### config.mk
export PLATFORM = sky130hd
export DESIGN_NAME = mem_arbiter
export DESIGN_NICKNAME = d
export VERILOG_FILES = /design/src/rtl/mem_arbiter.sv
export SDC_FILE = /design/constraint.sdc
export NUM_CORES = 1
export LEC_CHECK = 0
export ABC_AREA = 0
export BUFFER_PORTS_ARGS = -buffer_cell sky130_fd_sc_hd__buf_4
export CORE_AREA = 2 2 102 104
export DETAILED_ROUTE_END_ITERATION = 8
export DIE_AREA = 0 0 104 106
export SYNTH_ARGS = -nofsm -noshare
export SYNTH_HDL_FRONTEND = slang
export SYNTH_SLANG_ARGS = --single-unit
### constraint.sdc
create_clock -name CLK -period 1.6 [get_ports CLK]
set_input_delay 0 -clock CLK [delete_from_list [all_inputs] [get_ports CLK]]
set_output_delay 0 -clock CLK [all_outputs]
set_load 0.02 [all_outputs]
### src/rtl/mem_arbiter.sv
// -----------------------------------------------------------------------------
// mem_arbiter
//
// Purpose:
//   Arbitrates a single-ported RAM between an instruction cache (read only)
//   and a data cache (word-wise block fill / write-back).
//
//   - The data cache is normally preferred.
//   - A saturating starvation counter forces an instruction grant after
//     STARVE_MAX consecutive data completions that happened while the
//     icache was waiting.
//   - Each grant lasts until the RAM reports ACCESS, which completes the
//     transfer in that same cycle.
//   - An ERROR from the RAM costs one RETRY cycle with all strobes low.
//     The same grant is then reissued.
//
// Ports:
//   CLK       in   1   system clock, rising edge
//   nRST      in   1   asynchronous active-low reset
//   iREN      in   1   icache read request
//   iaddr     in   32  icache word address
//   iwait     out  1   icache stall, low only on its completion cycle
//   iload     out  32  instruction data (ramload passthrough)
//   dREN      in   1   dcache read request (one word per transaction)
//   dWEN      in   1   dcache write request (one word per transaction)
//   daddr     in   32  dcache word address
//   dstore    in   32  dcache write data
//   dwait     out  1   dcache stall, low only on its completion cycle
//   dload     out  32  read data to dcache (ramload passthrough)
//   ramREN    out  1   RAM read strobe
//   ramWEN    out  1   RAM write strobe
//   ramaddr   out  32  RAM word-aligned address
//   ramstore  out  32  RAM write data
//   ramload   in   32  RAM read data
//   ramstate  in   2   0 FREE, 1 BUSY, 2 ACCESS, 3 ERROR
//
// Parameters:
//   STARVE_MAX  number of consecutive data grants allowed before the icache
//               is forced through (default 4)
// -----------------------------------------------------------------------------
module mem_arbiter #(
  parameter int STARVE_MAX = 4
) (
  input  logic        CLK,
  input  logic        nRST,
  // icache side
  input  logic        iREN,
  input  logic [31:0] iaddr,
  output logic        iwait,
  output logic [31:0] iload,
  // dcache side
  input  logic        dREN,
  input  logic        dWEN,
  input  logic [31:0] daddr,
  input  logic [31:0] dstore,
  output logic        dwait,
  output logic [31:0] dload,
  // RAM side
  output logic        ramREN,
  output logic        ramWEN,
  output logic [31:0] ramaddr,
  output logic [31:0] ramstore,
  input  logic [31:0] ramload,
  input  logic [1:0]  ramstate
);

  // ---------------------------------------------------------------------------
  // Encodings
  // ---------------------------------------------------------------------------
  typedef enum logic [1:0] {
    IDLE   = 2'd0,
    DGRANT = 2'd1,
    IGRANT = 2'd2,
    RETRY  = 2'd3
  } state_t;

  localparam logic [1:0] RAM_FREE   = 2'd0;
  localparam logic [1:0] RAM_BUSY   = 2'd1;
  localparam logic [1:0] RAM_ACCESS = 2'd2;
  localparam logic [1:0] RAM_ERROR  = 2'd3;

  // Widened copy of the limit so the counter compare has matching widths.
  localparam logic [31:0] STARVE_LIMIT = 32'(STARVE_MAX);

  // ---------------------------------------------------------------------------
  // State
  // ---------------------------------------------------------------------------
  state_t     state_reg;
  state_t     state_next;

  // Which grant a RETRY returns to (1 = data side, 0 = instruction side).
  logic       retry_dside_reg;
  logic       retry_dside_next;

  logic [2:0] starve_cnt_reg;
  logic [2:0] starve_cnt_next;

  // ---------------------------------------------------------------------------
  // Decoded helpers
  // ---------------------------------------------------------------------------
  logic d_req;
  logic d_done;
  logic i_done;
  logic d_preferred;
  logic ram_access;
  logic ram_error;

  // Low two address bits are discarded because RAM is word addressed.
  logic unused_addr_bits;
  assign unused_addr_bits = ^{daddr[1:0], iaddr[1:0]};

  assign d_req       = dREN | dWEN;
  assign ram_access  = (ramstate == RAM_ACCESS);
  assign ram_error   = (ramstate == RAM_ERROR);
  assign d_preferred = ({29'd0, starve_cnt_reg} < STARVE_LIMIT);

  // A completion needs the request still present; a request dropped in the
  // same cycle ACCESS arrives is treated as abandoned, not completed.
  assign d_done = (state_reg == DGRANT) && d_req && ram_access;
  assign i_done = (state_reg == IGRANT) && iREN  && ram_access;

  // ---------------------------------------------------------------------------
  // Process 1: state register
  // ---------------------------------------------------------------------------
  always_ff @(posedge CLK or negedge nRST) begin
    if (!nRST) begin
      state_reg       <= IDLE;
      retry_dside_reg <= 1'b0;
      starve_cnt_reg  <= 3'd0;
    end else begin
      state_reg       <= state_next;
      retry_dside_reg <= retry_dside_next;
      starve_cnt_reg  <= starve_cnt_next;
    end
  end

  // ---------------------------------------------------------------------------
  // Process 2: next-state logic
  // ---------------------------------------------------------------------------
  always_comb begin
    state_next       = state_reg;
    retry_dside_next = retry_dside_reg;

    unique case (state_reg)
      IDLE: begin
        if (d_req && d_preferred) begin
          state_next = DGRANT;
        end else if (iREN) begin
          state_next = IGRANT;
        end else if (d_req) begin
          state_next = DGRANT;
        end else begin
          state_next = IDLE;
        end
      end

      DGRANT: begin
        if (!d_req) begin
          state_next = IDLE;
        end else if (ram_access) begin
          state_next = IDLE;
        end else if (ram_error) begin
          state_next       = RETRY;
          retry_dside_next = 1'b1;
        end else begin
          state_next = DGRANT;
        end
      end

      IGRANT: begin
        if (!iREN) begin
          state_next = IDLE;
        end else if (ram_access) begin
          state_next = IDLE;
        end else if (ram_error) begin
          state_next       = RETRY;
          retry_dside_next = 1'b0;
        end else begin
          state_next = IGRANT;
        end
      end

      RETRY: begin
        // Always one cycle long. If the requestor has gone away by then,
        // the reissued grant sees the dropped request and falls back to IDLE.
        state_next = retry_dside_reg ? DGRANT : IGRANT;
      end

      default: state_next = IDLE;
    endcase
  end

  // Starvation counter:
  //   - cleared whenever the icache is not asking, or when it is served;
  //   - incremented (saturating) on each data completion it had to wait behind.
  always_comb begin
    starve_cnt_next = starve_cnt_reg;
    if (!iREN || i_done) begin
      starve_cnt_next = 3'd0;
    end else if (d_done && (starve_cnt_reg != 3'd7)) begin
      starve_cnt_next = starve_cnt_reg + 3'd1;
    end
  end

  // ---------------------------------------------------------------------------
  // Process 3: output logic
  // ---------------------------------------------------------------------------
  always_comb begin
    ramREN   = 1'b0;
    ramWEN   = 1'b0;
    ramaddr  = 32'd0;
    ramstore = 32'd0;
    iwait    = 1'b1;
    dwait    = 1'b1;

    unique case (state_reg)
      DGRANT: begin
        // A simultaneous read and write request is served as a write only.
        ramWEN   = dWEN;
        ramREN   = dREN & ~dWEN;
        ramaddr  = {daddr[31:2], 2'b00};
        ramstore = dstore;
        dwait    = ~d_done;
      end

      IGRANT: begin
        ramREN  = 1'b1;
        ramaddr = {iaddr[31:2], 2'b00};
        iwait   = ~i_done;
      end

      default: begin
        // IDLE and RETRY drive nothing toward the RAM.
      end
    endcase
  end

  // Read data is shared; each cache qualifies it with its own wait.
  assign iload = ramload;
  assign dload = ramload;

endmodule

After elaboration in Yosys (flattened, before gate mapping) --
Index checks and enable logic that the tools add are counted. Widths: inputs -> output; s select.
Word-level totals: latch bits 0, RAM bits 0, bits in registers 6, memory bits (read-only) 0, memories kept 0, logic and storage cells 60, input bits 135
Cells by class: eq/ne operators 12, shift operators 0, bitwise operators 5, reductions and logical operators 12, div/mod/pow operators 0, magnitude comparators 1, mux-type cells 26, multiply operators 0, add/sub/neg operators 1
Operator list (count):
- $pmux 32 s2 | 1
- $mux 32 | 1
- $mux 2 | 8
- $ne 2x2->1 const B | 6
- $mux 1 | 11
- $eq 2x2->1 const B | 4
- $pmux 2 s4 | 1
- $reduce_and 7->1 | 1
- $logic_and 1x1->1 | 6
- $mux 3 | 2
- $pmux 1 s2 | 2
- $reduce_bool 2->1 | 2
- $add 3x1->3 const B | 1
- $lt 3x3->1 const B | 1
- $ne 3x3->1 const B | 1
- $not 1->1 | 3
- $eq 2x1->1 const B | 1
- $logic_not 2->1 | 1
- $and 1x1->1 | 1
- $logic_not 1->1 | 1
- $logic_or 1x1->1 | 1
- $or 1x1->1 | 1

Logic depth before layout (Yosys ltp) --
word-level depth 6, gate-level depth with buffers 6

Worst setup path after synthesis --
Ideal clock, no wire load.
kind register to output, start register state_reg[1], end output ramaddr[12], setup slack 0.077 ns, data required time 1.600 ns, stages on the path, launching flop included 7, buffers on the path 2, arrival 1.523 ns, path through dfrtp_1 inv_1 ha_1 buf_2 clkbuf_1 a22oi_1 nor2b_1
Between the ends: longest elaborated chain between the ends 2, elaborated cells on any way between the ends 3, those cells by class eq/ne (2); mux (1)
RTL lines:
- start, declared | line 88 | state_t state_reg;
- start signal, assigned | line 131 | state_reg <= state_next;
- $eq 2x2->1 / $eq 2x1->1 (equally long branches) | line 216 | unique case (state_reg)
- $pmux 32 s2 * | line 216
- end, declared | line 61 | output logic [31:0] ramaddr,
Mark *: on every way between the ends. The rest lies on a longest branch, timed or not.

Worst setup path in the final report --
start register starve_cnt_reg[0], end register starve_cnt_reg[0]
Between the ends: longest elaborated chain between the ends 3, elaborated cells on any way between the ends 6, those cells by class add/sub (1); eq/ne (1); mux (2); reduce/logical (2)
RTL lines:
- start, declared | line 95 | logic [2:0] starve_cnt_reg;
- start signal, assigned | line 133 | starve_cnt_reg <= starve_cnt_next;
- $add 3x1->3 / $ne 3x3->1 (equally long branches) | line 201, 200
- $mux 3 / $logic_and 1x1->1 (equally long branches) | line 200 | end else if (d_done && (starve_cnt_reg != 3'd7)) begin
- $mux 3 / $reduce_bool 2->1 (equally long branches)
Parallel ways exist; a longest one is shown, timed or not. The select of a mux whose other input is x is not followed. A chain may end at the register's enable or synchronous reset.

==> impl_results.md <==
- Diode count: 0
- Final Util: 28.2%
- Hold Worst Slack: 0.00000972 ns
- Row cnt: 37
- Critical Path Stages: 5
- Reg-to-Reg Start: starve_cnt_reg[0]$_DFFE_PN0P_
- Pin count of the biggest net entering global routing: 43
- Die height: 106 µm
- Setup WS pre-CTS: 0.0627 ns
- R2R setup slack: 0.03 ns
- Critical path launch point type: flip-flop
- Post-Route Skew: 0.00165 ns
- I/O Pins: 267
- Fin. Hold Viols: 0
- DP Area: 0.00260 mm²
- WP data required: 1.75 ns
- CP Buf/Inv Count: 0
- Final nets: 474
- Routability Congestion: 0.751
- H-tree levels: 1
- Drt first pass iters: 4
- Vias in the first global route: 1,925
- Area leader, netlist: buf_4
- Setup slack after layout: 0.0311 ns
- GRT Overall Usage: 9.40%
- Mapped Area: 0.00167 mm²
- Tmin final: 1.57 ns
- Crit path max-delay family: simple AND/OR/NAND/NOR gates
- CTS tree: done
- Setup TNS: 0 ns
- Syn. warnings: 0
- Cell area after layout: 0.00282 mm²
- Max reg flops: 3
- WL/cell: 12.7 µm
- Cells after Synth: 228
- Final Cycle Share: 98.1%
- Hold Path Origin: ramload[5]
- Crit path DAT: 1.72 ns
- IO Port Bufs: 164
- Clk_lat worst skew: 0.22 ns
- Root Buffer: clkbuf_8
- Synth-to-Final Area Change: 69.3%
- Distinct cells, synth: 28
- WS Path Type: flip-flop to flip-flop
- DR vias: 1,912
- Width of the die: 104 µm
- Vias per cell: 4.11
- First-pass GRT wire length: 8780 µm
- Final cell count without fillers: 465
- Hold crit path type: input port to output port
- Crit Path Max Fanout: 3
- Max-slew violation count: 0
- Share of layout cells above drive strength 1: 59.9%
- Die ar.: 0.0110 mm²
- Hold Path End: dload[5]
- CTS Sinks: 6
- Worst path max stage delay: 0.48 ns
- Cell Chain, Critical Path: ha_2 -> ha_2 -> nand2b_4 -> or4_4 -> a21oi_2
- Worst path slowest cell: or4_4
- RR Endpoint: starve_cnt_reg[0]$_DFFE_PN0P_
- CP Capture Type: flip-flop
- GRT Residual Overflow: 0
- Core area: 0.0100 mm²
- DRT Wirelength: 5920 µm
- Status: finished clean
- Fmax: 637 MHz
- Top post-synthesis cells by area: buf_4 (30%), a22oi_1 (14%), and2_1 (12%), nor2b_1 (12%), dfrtp_1 (9.0%)
- Final ANT Viol Nets: 0
- Post-DP HPWL: 4450 µm
- P_leak: 1.35 nW
- Avg Inst Size Synth: 7.30 µm²
- Synth top area share: 29.8%
- Clock transition at path regs: 0.04 ns
- Total power: 4.49 mW
- # fillers: 1,078
- Placed cell count: 454
- CTS Buf Count: 3
- Number of max-cap violations: 0
- VDD IR max: 574 µV
- Initial Util: 16.7%
- #FFs+latches synth: 6
- Initial DRC Count: 92
- Hold Path Depth: 0
- Pwr per Cell Area: 1590 mW/mm²
- Most used cell along the critical path: ha_2
- Post-synthesis sequential area ratio: 9.02%
- Final setup fails: 0
- CTS Buffer Depth: 2
- Number of antenna violations at the first check in global routing: 0
- Worst reg-to-reg path cell count: 5
- DRC viols: 0
worst max-delay path by stage:
stage,from,end,slack (ns)
after floorplan,state_reg[1]$_DFF_PN0_,ramaddr[12],0.08
after global placement,starve_cnt_reg[0]$_DFFE_PN0P_,starve_cnt_reg[0]$_DFFE_PN0P_,0.07
after detailed placement,starve_cnt_reg[0]$_DFFE_PN0P_,starve_cnt_reg[0]$_DFFE_PN0P_,0.06
after CTS,starve_cnt_reg[0]$_DFFE_PN0P_,starve_cnt_reg[0]$_DFFE_PN0P_,0.003
after global routing,starve_cnt_reg[0]$_DFFE_PN0P_,starve_cnt_reg[0]$_DFFE_PN0P_,-0.004
final,starve_cnt_reg[0]$_DFFE_PN0P_,starve_cnt_reg[0]$_DFFE_PN0P_,0.03
final cells by class:
class	instances	area, µm²	area share (%)
sequential	6	153	5.41
tap	136	170	6.03
clock buffer	3	41.3	1.46
inverter	4	17.5	0.621
timing repair buffer	177	1420	50.3
multi-input combinational	139	1020	36.2
cell families after synthesis:
logic type / synth area share [%]
AOI/OAI and AO/OA: 19.8
adders and majority gates: 6.01
DFF: 9.02
buffers and inverters: 33.9
and+or+nand+nor: 31.0
other: 0.225
report_power, final:
part	switching [mW]	leakage (nW)	internal [mW]
logic	2.04	1.26	1.98
registers	0.0510	0.0730	0.188
clock network	0.0623	0.0216	0.161
total	2.16	1.35	2.33
what timing repair did:
item                       in CTS  in global routing
pin swaps                       0                  3
buffers inserted                3                  2
resized for setup              10                 13
hold buffers                    1                  0
hold endpoints to repair        6                  0
cloned                          1                  1
setup endpoints to repair      30                 32
cell usage after synthesis:
| cell | count |
|---|---|
| a21oi_1 | 4 |
| a22oi_1 | 30 |
| a31oi_1 | 1 |
| a32oi_1 | 2 |
| and2_1 | 33 |
| and3b_1 | 1 |
| buf_1 | 1 |
| buf_2 | 1 |
| buf_4 | 66 |
| clkbuf_1 | 12 |
| conb_1 | 1 |
| dfrtp_1 | 6 |
| ha_1 | 8 |
| inv_1 | 4 |
| nand2_1 | 2 |
| nand2b_1 | 1 |
| nand2b_4 | 1 |
| nand3_1 | 4 |
| nand4_1 | 4 |
| nor2_1 | 2 |
| nor2b_1 | 32 |
| nor3b_1 | 1 |
| o21a_1 | 1 |
| o21ai_0 | 3 |
| o221ai_1 | 1 |
| o31ai_1 | 4 |
| or2_2 | 1 |
| or4_1 | 1 |
placed cells by master, fill, tap and decap left out, types with 3 or more instances in the layout:
master	instances
nand4_1	4
a22oi_1	28
and2_1	33
buf_12	4
clkbuf_8	3
nand3_1	4
buf_4	170
ha_1	4
a21oi_1	3
nor2b_1	30
dfrtp_1	4
o31ai_1	3
per-layer routing:
metal | track usage (%) | vias up | share of wire (%)
met1 | 9.94 | 861 | 36
met2 | 17.6 | 111 | 52
li1 | - | 910 | -
met4 | 3.57 | 0 | 2.4
met3 | 2.76 | 30 | 9.8
met5 | 0 | - | 0
Note: power is estimated with default switching activity, not from simulation.
